$ cat config.mk
export PLATFORM = sky130hd
export DESIGN_NAME = pulse_sequencer
export DESIGN_NICKNAME = d
export VERILOG_FILES = /design/src/rtl/pulse_sequencer.sv
export SDC_FILE = /design/constraint.sdc
export NUM_CORES = 1
export LEC_CHECK = 0
export BUFFER_PORTS_ARGS = -buffer_cell sky130_fd_sc_hd__buf_2
export CAP_MARGIN = 5
export CORE_ASPECT_RATIO = 1.5
export CORE_MARGIN = 2
export CORE_UTILIZATION = 60
export CTS_BUF_LIST = sky130_fd_sc_hd__clkbuf_4
export CTS_CLUSTER_DIAMETER = 100
export DETAILED_ROUTE_END_ITERATION = 8
export GPL_ROUTABILITY_DRIVEN = 0
export PLACE_DENSITY = 0.83
export SLEW_MARGIN = 20
export SYNTH_ARGS = -nofsm -noshare
export SYNTH_HDL_FRONTEND = slang
export SYNTH_SLANG_ARGS = --single-unit
$ cat constraint.sdc
create_clock -name clk -period 7.8 [get_ports clk]
set_clock_uncertainty 0.2 [all_clocks]
set_input_delay 2.34 -clock clk [delete_from_list [all_inputs] [get_ports clk]]
set_output_delay 2.34 -clock clk [all_outputs]
set_load 0.02 [all_outputs]
$ cat src/rtl/pulse_sequencer.sv
// Spin-echo / CPMG pulse-train sequencer: one train per repetition period, driving the
// Pulse, Sync and Block lines from a config snapshot taken at each period start.
module pulse_sequencer #(
  parameter int unsigned CW = 32,
  parameter int unsigned NW = 8
) (
  input  logic          clk,
  input  logic          reset,
  input  logic          enable,
  input  logic          trigger,
  input  logic [CW-1:0] period,
  input  logic [CW-1:0] sync_len,
  input  logic [CW-1:0] pre_len,
  input  logic [CW-1:0] p1_len,
  input  logic [CW-1:0] delay,
  input  logic [CW-1:0] p2_len,
  input  logic [NW-1:0] n_p2,
  input  logic [CW-1:0] post_len,
  output logic          pulse,
  output logic          sync,
  output logic          block,
  output logic          busy,
  output logic          overrun
);

  typedef enum logic [2:0] {
    StIdle, StPre, StP1, StGap, StP2, StGap2, StPost, StDone
  } state_e;

  typedef struct packed {
    logic [CW-1:0] period;
    logic [CW-1:0] sync_len;
    logic [CW-1:0] pre_len;
    logic [CW-1:0] p1_len;
    logic [CW-1:0] delay;
    logic [CW-1:0] p2_len;
    logic [CW-1:0] post_len;
    logic [NW-1:0] n_p2;
  } cfg_t;

  typedef struct packed {
    state_e        st;
    logic [NW-1:0] echo;
  } res_t;

  // Walk forward from a target state past every zero-length state. echo counts P2s not
  // yet started; landing on P2 consumes one.
  function automatic res_t resolve(input state_e st_in, input logic [NW-1:0] echo_in,
                                   input cfg_t c);
    res_t r;
    r.st   = st_in;
    r.echo = echo_in;
    if (r.st == StPre && c.pre_len == '0) r.st = StP1;
    if (r.st == StP1 && c.p1_len == '0) r.st = StGap;
    if (r.st == StGap) begin
      if (r.echo == '0)        r.st = StPost;
      else if (c.delay == '0)  r.st = StP2;
    end
    if (r.st == StGap2 && c.delay == '0) r.st = StP2;
    if (r.st == StP2) begin
      if (c.p2_len != '0) begin
        r.echo = r.echo - 1'b1;
      end else if (c.delay != '0) begin
        r.echo = r.echo - 1'b1;
        r.st   = (r.echo == '0) ? StPost : StGap2;
      end else begin
        // Zero-width echoes with zero spacing collapse to nothing.
        r.echo = '0;
        r.st   = StPost;
      end
    end
    if (r.st == StPost && c.post_len == '0) r.st = StDone;
    return r;
  endfunction

  function automatic logic [CW:0] dur(input state_e st, input cfg_t c);
    unique case (st)
      StPre:   dur = {1'b0, c.pre_len};
      StP1:    dur = {1'b0, c.p1_len};
      StGap:   dur = {1'b0, c.delay};
      StP2:    dur = {1'b0, c.p2_len};
      StGap2:  dur = {c.delay, 1'b0};
      StPost:  dur = {1'b0, c.post_len};
      default: dur = '0;
    endcase
  endfunction

  cfg_t          cfg_q, cfg_d, cfg_in;
  state_e        state_q, state_d, target;
  logic [NW-1:0] echo_q, echo_d;
  logic [CW-1:0] cnt_q, cnt_d, per_eff;
  logic [CW:0]   tcnt_q, tcnt_d;
  logic          overrun_q, overrun_d;
  logic          pulse_q, pulse_d, sync_q, sync_d, block_q, block_d, busy_q, busy_d;
  logic          last, start;
  res_t          r_adv, r_start;

  always_comb begin
    cfg_in = '{period: period, sync_len: sync_len, pre_len: pre_len, p1_len: p1_len,
               delay: delay, p2_len: p2_len, post_len: post_len, n_p2: n_p2};
    per_eff = (cfg_q.period < CW'(2)) ? CW'(2) : cfg_q.period;
    last    = (cnt_q == per_eff - 1'b1);

    unique case (state_q)
      StPre:   target = StP1;
      StP1:    target = StGap;
      StGap:   target = StP2;
      StP2:    target = (echo_q == '0) ? StPost : StGap2;
      StGap2:  target = StP2;
      StPost:  target = StDone;
      default: target = StDone;
    endcase
    r_adv   = resolve(target, echo_q, cfg_q);
    r_start = resolve(StPre, n_p2, cfg_in);

    cfg_d     = cfg_q;
    state_d   = state_q;
    echo_d    = echo_q;
    cnt_d     = cnt_q;
    tcnt_d    = tcnt_q;
    overrun_d = overrun_q;
    start     = 1'b0;

    if (state_q == StIdle) begin
      if (enable || trigger) begin
        start     = 1'b1;
        overrun_d = 1'b0;
      end
    end else begin
      cnt_d = cnt_q + 1'b1;
      if (state_q != StDone) begin
        if (tcnt_q + 1'b1 == dur(state_q, cfg_q)) begin
          tcnt_d  = '0;
          state_d = r_adv.st;
          echo_d  = r_adv.echo;
        end else begin
          tcnt_d = tcnt_q + 1'b1;
        end
      end
      if (last) begin
        if (state_q != StDone) overrun_d = 1'b1;
        if (enable) begin
          start = 1'b1;
        end else begin
          state_d = StIdle;
          cnt_d   = '0;
          tcnt_d  = '0;
          echo_d  = '0;
        end
      end
    end

    if (start) begin
      cfg_d   = cfg_in;
      cnt_d   = '0;
      tcnt_d  = '0;
      state_d = r_start.st;
      echo_d  = r_start.echo;
    end

    // Outputs are decoded from next state so they line up with the registered state.
    pulse_d = (state_d == StP1) || (state_d == StP2);
    block_d = (state_d != StIdle) && (state_d != StDone);
    busy_d  = (state_d != StIdle);
    sync_d  = busy_d && (cnt_d < cfg_d.sync_len);
  end

  always_ff @(posedge clk) begin
    if (reset) begin
      cfg_q     <= '0;
      state_q   <= StIdle;
      echo_q    <= '0;
      cnt_q     <= '0;
      tcnt_q    <= '0;
      overrun_q <= 1'b0;
      pulse_q   <= 1'b0;
      sync_q    <= 1'b0;
      block_q   <= 1'b0;
      busy_q    <= 1'b0;
    end else begin
      cfg_q     <= cfg_d;
      state_q   <= state_d;
      echo_q    <= echo_d;
      cnt_q     <= cnt_d;
      tcnt_q    <= tcnt_d;
      overrun_q <= overrun_d;
      pulse_q   <= pulse_d;
      sync_q    <= sync_d;
      block_q   <= block_d;
      busy_q    <= busy_d;
    end
  end

  assign pulse   = pulse_q;
  assign sync    = sync_q;
  assign block   = block_q;
  assign busy    = busy_q;
  assign overrun = overrun_q;

endmodule

==> qor.tcl, run 1 <==
set qor(run_status) {complete, no violations}
set qor(tritoncts) {done}
set qor(remaining_number_of_nets_flagged_by_the_antenna_check_after_routing) 0
set qor(dr_iter_0_viols) 1969
set qor(netSwitchingFraction) 0.325
set qor(post_route_cells_drive_above_1_share) 0.183
set qor(final-setup-viol-count) 0
set qor(fraction_of_the_mapped_netlist_area_in_compound_gates) 0.180
set qor(worst_hold_path_type) {register to register}
set qor(dp_slack_ns) 0.350
set qor(synth-edff-count) 0
set qor(fill_cells) 2484
set qor(die_height_um) 215
set qor(clkSlewWorstSetupHoldPaths_ns) 0.08
set qor(vdd_ir_drop_max_mv) 0.139
set qor(timing.slew.headroom) 0.248
set qor(cp_data_arrival_time_ns) 7.96
set qor(start_util) 0.606
set qor(pin_count) 241
set qor(groute.usage.overall) 0.385
set qor(clock.fmax_mhz) 135
set qor(routed_wirelength_um) 61000
set qor(share_of_flip_flops_with_an_asynchronous_set_or_reset_after_synthesis) 0
set qor(critical-path-max-stage-delay_ns) 0.70
set qor(drcViolationCount) 0
set qor(largest_net_degree_at_the_start_of_global_routing) 196
set qor(setup_ws_ns) 0.405
set qor(floorplan.rows) 77
set qor(fp.dieW_um) 145
set qor(number_of_instances_in_the_synthesized_netlist) 2335
set qor(post-synth-top-count-cell) {sky130_fd_sc_hd__nand2_1}
set qor(hpwlAfterDp_um) 44800
set qor(detail_route.wl_per_cell_um) 20.7
set qor(synth_top_family_by_area) {simple AND/OR/NAND/NOR gates}
set qor(cp_max_fo) 14
set qor(timing.critical_path.from_type) {register}
set qor(switching_power_mw) 1.25
set qor(clock-root-buffer) {sky130_fd_sc_hd__clkbuf_4}
set qor(synth.cells.most_frequent) {495 x sky130_fd_sc_hd__nand2_1, 305 x sky130_fd_sc_hd__dfxtp_1, 266 x sky130_fd_sc_hd__a21oi_1}
set qor(grt_pass1_vias) 18051
set qor(yosys.area.top_type) {sky130_fd_sc_hd__dfxtp_1}
set qor(drv.max_cap_violation_count) 0
set qor(synth-seq-cells) 305
set qor(critPathKind) {register to register}
set qor(timing.final.hold_violations) 0
set qor(grt_antenna_before_repair) 2
set qor(worst_setup_path_end_kind) {register}
set qor(p_seq_frac) 0.460
set qor(avgSynthCellArea_um2) 7.62
set qor(gr_ovfl_total) 0
set qor(yosys_most_used_dff) {sky130_fd_sc_hd__dfxtp_1}
set qor(p_leak_nw) 7.72
set qor(power_frac_comb) 0.196
set qor(synth_xor_area_frac) 0.0557
set qor(syn-num-nets) 2608
set qor(h-tree-depth) 3
set qor(layout_min_cycle_time_ns) 7.40
set qor(max_slew.worst_pin.slew_ns) 1.12
set qor(synth_seq_area_share) 0.343
set qor(dr_total_vias) 19123
set qor(final_max_slew_viol_count) 0
set qor(dominant_cells_by_area_after_synthesis) {sky130_fd_sc_hd__dfxtp_1 34%, sky130_fd_sc_hd__nand2_1 10%, sky130_fd_sc_hd__a21oi_1 7.5%, sky130_fd_sc_hd__nor2_1 3.8%, sky130_fd_sc_hd__nor4_1 3.5%}
set qor(totalNegativeSetupSlack_ns) 0
set qor(critical_path.most_common_cell) {sky130_fd_sc_hd__a21o_1}
set qor(io_port_bufs) 240
set qor(synth.top_cell.area_share) 0.343
set qor(slowest_stage) {sky130_fd_sc_hd__or4_1}
set qor(syn_to_final_growth_pct) 11.6
set qor(drtPass1Iterations) 6
set qor(grt_first_pass_wirelength_um) 93000
set qor(core-area_um2) 29400
set qor(r2r_setup_slack_ns) 0.40
set qor(setup_repair_after_global_routing_missed_its_margin) {no}
set qor(post_synth_instance_area_um2) 17800
set qor(critical_path_required_ns) 8.36
set qor(finish.net_count) 2782
set qor(route.detailed.vias_per_inst) 6.48
set qor(yosys.cell_types.count) 83
set qor(ys_warn_count) 0
set qor(cts_sinks) 305
set qor(intPower_mw) 2.59
set qor(clock_power_share) 0.344
set qor(insertion_delay_ns) 0.83
set qor(fin_crit_sh) 0.948
set qor(post_synth_fa_ha_maj_area_fraction) 0.0260
set qor(yosys.area_share.simple) 0.289
set qor(synth.area.mux_share) 0.0601
set qor(die-area_um2) 31100
set qor(cellPowerDensity_nw_per_um2) 193
set qor(max-clock-path-buffers) 3
set qor(cts_made_buffers) 72
==> layout by cell type, fill, tap and decap left out, drive strengths merged, types with 10 or more instances in the layout <==
| cell | count |
|---|---|
| nand2 | 495 |
| o31ai | 12 |
| inv | 15 |
| and4 | 10 |
| ha | 37 |
| dfxtp | 305 |
| nor2b | 23 |
| o21ai | 77 |
| nand3b | 13 |
| nand3 | 48 |
| a22oi | 11 |
| nand2b | 12 |
| nor4 | 101 |
| or2 | 10 |
| clkinv | 14 |
| and3 | 20 |
| clkbuf | 104 |
| nor3 | 51 |
| a31oi | 25 |
| a21o | 15 |
| a21oi | 266 |
| o211ai | 11 |
| a221o | 13 |
| nor2 | 180 |
| xor2 | 46 |
| mux2 | 55 |
| buf | 263 |
| mux2i | 45 |
| a221oi | 27 |
| or3 | 19 |
| nand4 | 53 |
| xnor2 | 62 |
| or4 | 15 |
==> registers in the layout, indices dropped and copies added, names as in the netlist <==
name	cells
overrun	1
busy	1
pulse	1
block	1
sync	1
cnt_q	32
tcnt_q	33
cfg_q	224
state_q	3
echo_q	8
==> through the flow <==
step	total power, mW	hold slack, ns	std cells	utilization	instance area [um^2]
floorplan	2.28	0.229	2335	-	17800
global placement	2.50	0.237	2830	0.645	19000
detailed placement	2.52	0.249	2830	0.645	19000
CTS	3.81	0.258	2950	0.675	19800
global route	3.99	0.274	2952	0.676	19900
finish	3.84	0.257	2952	0.676	19900
==> per-layer routing <==
metal,global-route usage,vias up,wire length (um)
met1,0.403,8755,20000
li1,-,8744,-
met4,0.349,0,6570
met2,0.630,1226,28400
met5,0,-,0
met3,0.0862,398,5970
==> timing repair <==
item                                    4_1_cts  5_1_grt
endpoints found under the setup margin        0        1
hold buffers                                  0        0
buffers inserted                              0        0
resized for setup                             0        3
==> worst paths after layout <==
kind,depth (start not counted),endpoint,from
worst min-delay path,2,cfg_q[138]$_SDFFE_PP0P_,cfg_q[138]$_SDFFE_PP0P_
worst min register to register,2,cfg_q[138]$_SDFFE_PP0P_,cfg_q[138]$_SDFFE_PP0P_
worst max-delay path,28,sync$_SDFF_PP0_,cfg_q[204]$_SDFFE_PP0P_
worst max register to register,28,sync$_SDFF_PP0_,cfg_q[204]$_SDFFE_PP0P_
==> power groups by stage <==
stage / logic (mW) / registers, mW / clock network, mW
global route: 0.816 / 1.77 / 1.40
global placement: 0.707 / 1.79 / 0
CTS: 0.730 / 1.76 / 1.32
floorplan: 0.530 / 1.75 / 0
detailed placement: 0.725 / 1.79 / 0
finish: 0.751 / 1.77 / 1.32
==> layout make-up <==
class	instances	area, um^2	share of cell area
Sequential cell	305	6110	0.308
Inverter	15	56.3	0.00283
Clock inverter	16	96.3	0.00485
Clock buffer	104	781	0.0393
Timing Repair Buffer	263	1420	0.0714
Multi-Input combinational cell	1852	10900	0.549
Tap cell	395	494	0.0249
Antenna cell	2	5.00	0.000252
==> cells by family (layout without fill, tap and decap cells) <==
logic type	after synthesis	in the layout
XOR/XNOR	110	110
buffers and inverters	178	398
AND/OR/NAND/NOR	1080	1080
other	0	2
adder cells (fa/ha/maj)	37	37
flip-flops	305	305
AO/OA/AOI/OAI	525	525
multiplexers	100	100
==> worst max-delay path, delay by kind of cell, from the launching register on <==
family | cells | cell delay [ns]
mux | 1 | 0.16
flops | 1 | 0.38
simple gates | 13 | 4.01
buf+inv | 2 | 0.48
fa+ha+maj | 2 | 0.41
compound gates | 10 | 1.70
(Power assumes the default switching activity.)
==> run 2: changes to the inputs <==
--- a/config.mk
+++ b/config.mk
@@ -5,7 +5,7 @@
 export SDC_FILE = /design/constraint.sdc
 export NUM_CORES = 1
 export LEC_CHECK = 0
-export BUFFER_PORTS_ARGS = -buffer_cell sky130_fd_sc_hd__buf_2
+export BUFFER_PORTS_ARGS = -buffer_cell sky130_fd_sc_hd__buf_4
 export CAP_MARGIN = 5
 export CORE_ASPECT_RATIO = 1.5
 export CORE_MARGIN = 2
==> qor.tcl, run 2 (same netlist as run 1, synthesis figures left out) <==
set qor(run_status) {complete, no violations}
set qor(biggest_regs) {cfg_q (224), tcnt_q (33), cnt_q (32)}
set qor(worst_setup_path_endpoint) {sync$_SDFF_PP0_}
set qor(totalNegativeSetupSlack_ns) 0 ;# unchanged
set qor(largest_net_degree_at_the_start_of_global_routing) 203 ;# +3.6%
set qor(routed_wirelength_um) 61600 ;# +0.95%
set qor(hpwlAfterDp_um) 45400 ;# +1.4%
set qor(groute.usage.overall) 0.392 ;# +0.00732
set qor(insertion_delay_ns) 0.77 ;# -0.06 ns
set qor(mostFrequentLayoutCell) {sky130_fd_sc_hd__nand2_1}
set qor(p_leak_nw) 7.96 ;# +3.1%
set qor(remaining_number_of_nets_flagged_by_the_antenna_check_after_routing) 0 ;# unchanged
set qor(cp_data_arrival_time_ns) 7.81 ;# -0.15 ns
set qor(tritoncts) {done}
set qor(intPower_mw) 2.68 ;# +3.3%
set qor(timing.final.hold_violations) 0 ;# unchanged
set qor(layout_min_cycle_time_ns) 7.32 ;# -0.0782 ns
set qor(r2r_setup_slack_ns) 0.48 ;# +0.08 ns
set qor(cp_max_fo) 11 ;# -3
set qor(detail_route.wl_per_cell_um) 20.8 ;# +0.68%
set qor(cts_sinks) 305 ;# unchanged
set qor(final_cell_area_um2) 20500 ;# +3.2%
set qor(setup_repair_after_global_routing_missed_its_margin) {no}
set qor(critPathKind) {register to register}
set qor(max-clock-path-buffers) 3 ;# unchanged
set qor(dr_total_vias) 19075 ;# -0.25%
set qor(clock.fmax_mhz) 137 ;# +1.1%
set qor(grt_antenna_before_repair) 2 ;# unchanged
set qor(die-area_um2) 31100 ;# unchanged
set qor(drv.max_cap_violation_count) 0 ;# unchanged
set qor(critical_path_required_ns) 8.29 ;# -0.07 ns
set qor(dpl-instance-area_um2) 19500 ;# +3.0%
set qor(fin_crit_sh) 0.938 ;# -0.0100
set qor(die_height_um) 215 ;# unchanged
set qor(pin_count) 241 ;# unchanged
set qor(dr_iter_0_viols) 1920 ;# -2.5%
set qor(post_cts.repair.setup_buffers) 0 ;# unchanged
set qor(final_max_slew_viol_count) 0 ;# unchanged
set qor(grt_pass1_vias) 18354 ;# +1.7%
set qor(fin_util) 0.698 ;# +0.0217
set qor(switching_power_mw) 1.25 ;# +0.17%
set qor(finish.net_count) 2785 ;# +0.11%
set qor(clkSlewWorstSetupHoldPaths_ns) 0.07 ;# about the same
set qor(route.detailed.vias_per_inst) 6.44 ;# -0.52%
set qor(io_port_bufs) 240 ;# unchanged
set qor(r2r-end) {sync$_SDFF_PP0_}
set qor(syn_to_final_growth_pct) 15.2
set qor(timing.critical_path.from_type) {register}
set qor(top_register) {cfg_q}
set qor(dp_slack_ns) 0.447 ;# +0.0977 ns
set qor(floorplan.rows) 77 ;# unchanged
set qor(largest_register_ffs) 224 ;# unchanged
set qor(fp.dieW_um) 145 ;# unchanged
set qor(h-tree-depth) 3 ;# unchanged
set qor(post_route_cells_drive_above_1_share) 0.183 ;# about the same
set qor(setup_ws_ns) 0.483 ;# +0.0782 ns
set qor(worst_setup_path_end_kind) {register}
set qor(cts_made_buffers) 74 ;# +2.8%
set qor(drtPass1Iterations) 9 ;# +3
set qor(power_frac_comb) 0.200 ;# +0.004
set qor(worst_hold_path_type) {register to register}
set qor(cellPowerDensity_nw_per_um2) 191 ;# -0.90%
set qor(critical-path-max-stage-delay_ns) 0.69 ;# about the same
set qor(start_util) 0.606 ;# unchanged
set qor(crit_cells) 28 ;# unchanged
set qor(fill_cells) 2448 ;# -1.4%
set qor(clock_power_share) 0.351 ;# +0.007
set qor(worst_setup_path_startpoint) {cfg_q[204]$_SDFFE_PP0P_}
set qor(core-area_um2) 29400 ;# unchanged
set qor(netSwitchingFraction) 0.318 ;# -0.00671
set qor(reg_to_reg_startpoint) {cfg_q[204]$_SDFFE_PP0P_}
set qor(max_slew.worst_pin.slew_ns) 1.11 ;# -0.00903 ns
set qor(slowest_stage) {sky130_fd_sc_hd__or4_1}
set qor(timing.slew.headroom) 0.261 ;# +0.0129
set qor(final-setup-viol-count) 0 ;# unchanged
set qor(critical_path_buf_inv_count) 1 ;# -1
set qor(grt_first_pass_wirelength_um) 94800 ;# +2.0%
set qor(layout.cells.most_common_list) {495 x sky130_fd_sc_hd__nand2_1, 302 x sky130_fd_sc_hd__dfxtp_1, 265 x sky130_fd_sc_hd__a21oi_1}
set qor(timing.reg2reg.worst_path_depth) 28 ;# unchanged
set qor(clock-root-buffer) {sky130_fd_sc_hd__clkbuf_4}
set qor(drcViolationCount) 0 ;# unchanged
set qor(crit_family) {simple AND/OR/NAND/NOR gates}
set qor(p_seq_frac) 0.449 ;# -0.011
set qor(gr_ovfl_total) 0 ;# unchanged
set qor(vdd_ir_drop_max_mv) 0.125 ;# -10%
[run 2: cell count changes in the layout (fill, tap and decap cells not counted), sizes merged]
| cell | before | now |
|---|---|---|
| clkinv | 14 | 27 |
| diode | 2 | 1 |
| buf | 263 | 264 |
| inv | 15 | 13 |
| bufinv | 1 | 3 |
| clkinvlp | 1 | 0 |
| clkbuf | 104 | 100 |
[run 2: how the worst min path moves through the flow]
stage	slack [ns]	cells after the start	start	to
6_report	0.26	2	cfg_q[167]$_SDFFE_PP0P_	cfg_q[167]$_SDFFE_PP0P_
4_1_cts	0.26	2	cfg_q[167]$_SDFFE_PP0P_	cfg_q[167]$_SDFFE_PP0P_
3_5_place_dp	0.25	2	cfg_q[167]$_SDFFE_PP0P_	cfg_q[167]$_SDFFE_PP0P_
2_1_floorplan	0.23	2	cfg_q[137]$_SDFFE_PP0P_	cfg_q[137]$_SDFFE_PP0P_
3_3_place_gp	0.24	2	cfg_q[150]$_SDFFE_PP0P_	cfg_q[150]$_SDFFE_PP0P_
5_1_grt	0.28	2	cfg_q[150]$_SDFFE_PP0P_	cfg_q[150]$_SDFFE_PP0P_
[run 2: routing by layer]
layer  part of all wire  global-route usage  wire (um)  up-vias
met4               0.11               0.368       7040        2
met3              0.096              0.0905       5880      393
met2               0.46               0.636      28400     1175
li1                   -                   -          -     8768
met1               0.33               0.410      20200     8737
met5            0.00026                   0         16        -
[run 2: final cells by class]
type,count,area (um^2),share of cell area
inverters,15,56.3,0.00275
clock buffers,100,751,0.0366
diodes,1,2.50,0.000122
clock inverters,28,198,0.00964
repair buffers,264,2000,0.0974
flip-flops and latches,305,6110,0.298
well taps,395,494,0.0241
multi-input cells,1852,10900,0.531
[run 2: through the flow]
stage	total power, mW	hold WS, ns	std cells
2_1_floorplan	2.28	0.229	2335
3_3_place_gp	2.53	0.240	2830
3_5_place_dp	2.55	0.246	2830
4_1_cts	3.90	0.256	2958
5_1_grt	4.09	0.277	2960
6_report	3.92	0.257	2960
[run 2: what timing repair did]
action | 4_1_cts | 5_1_grt
endpoints found under the setup margin | 0 | 1
resized for setup | 0 | 1
hold buffers | 0 | 0
endpoints found under the hold margin | 0 | 0
[run 2: power groups by stage]
stage	Combinational, mW	Sequential, mW	Clock [mW]
2_1_floorplan	0.530	1.75	0
3_3_place_gp	0.740	1.79	0
3_5_place_dp	0.758	1.79	0
4_1_cts	0.762	1.76	1.38
5_1_grt	0.846	1.77	1.47
6_report	0.783	1.76	1.38
[run 2: tightest hold or removal path, delay by kind of cell, from the launching register on]
kind,cells,cell delay (ns)
DFF,1,0.31
and+or+nand+nor,1,0.05
AOI/OAI and AO/OA,1,0.05
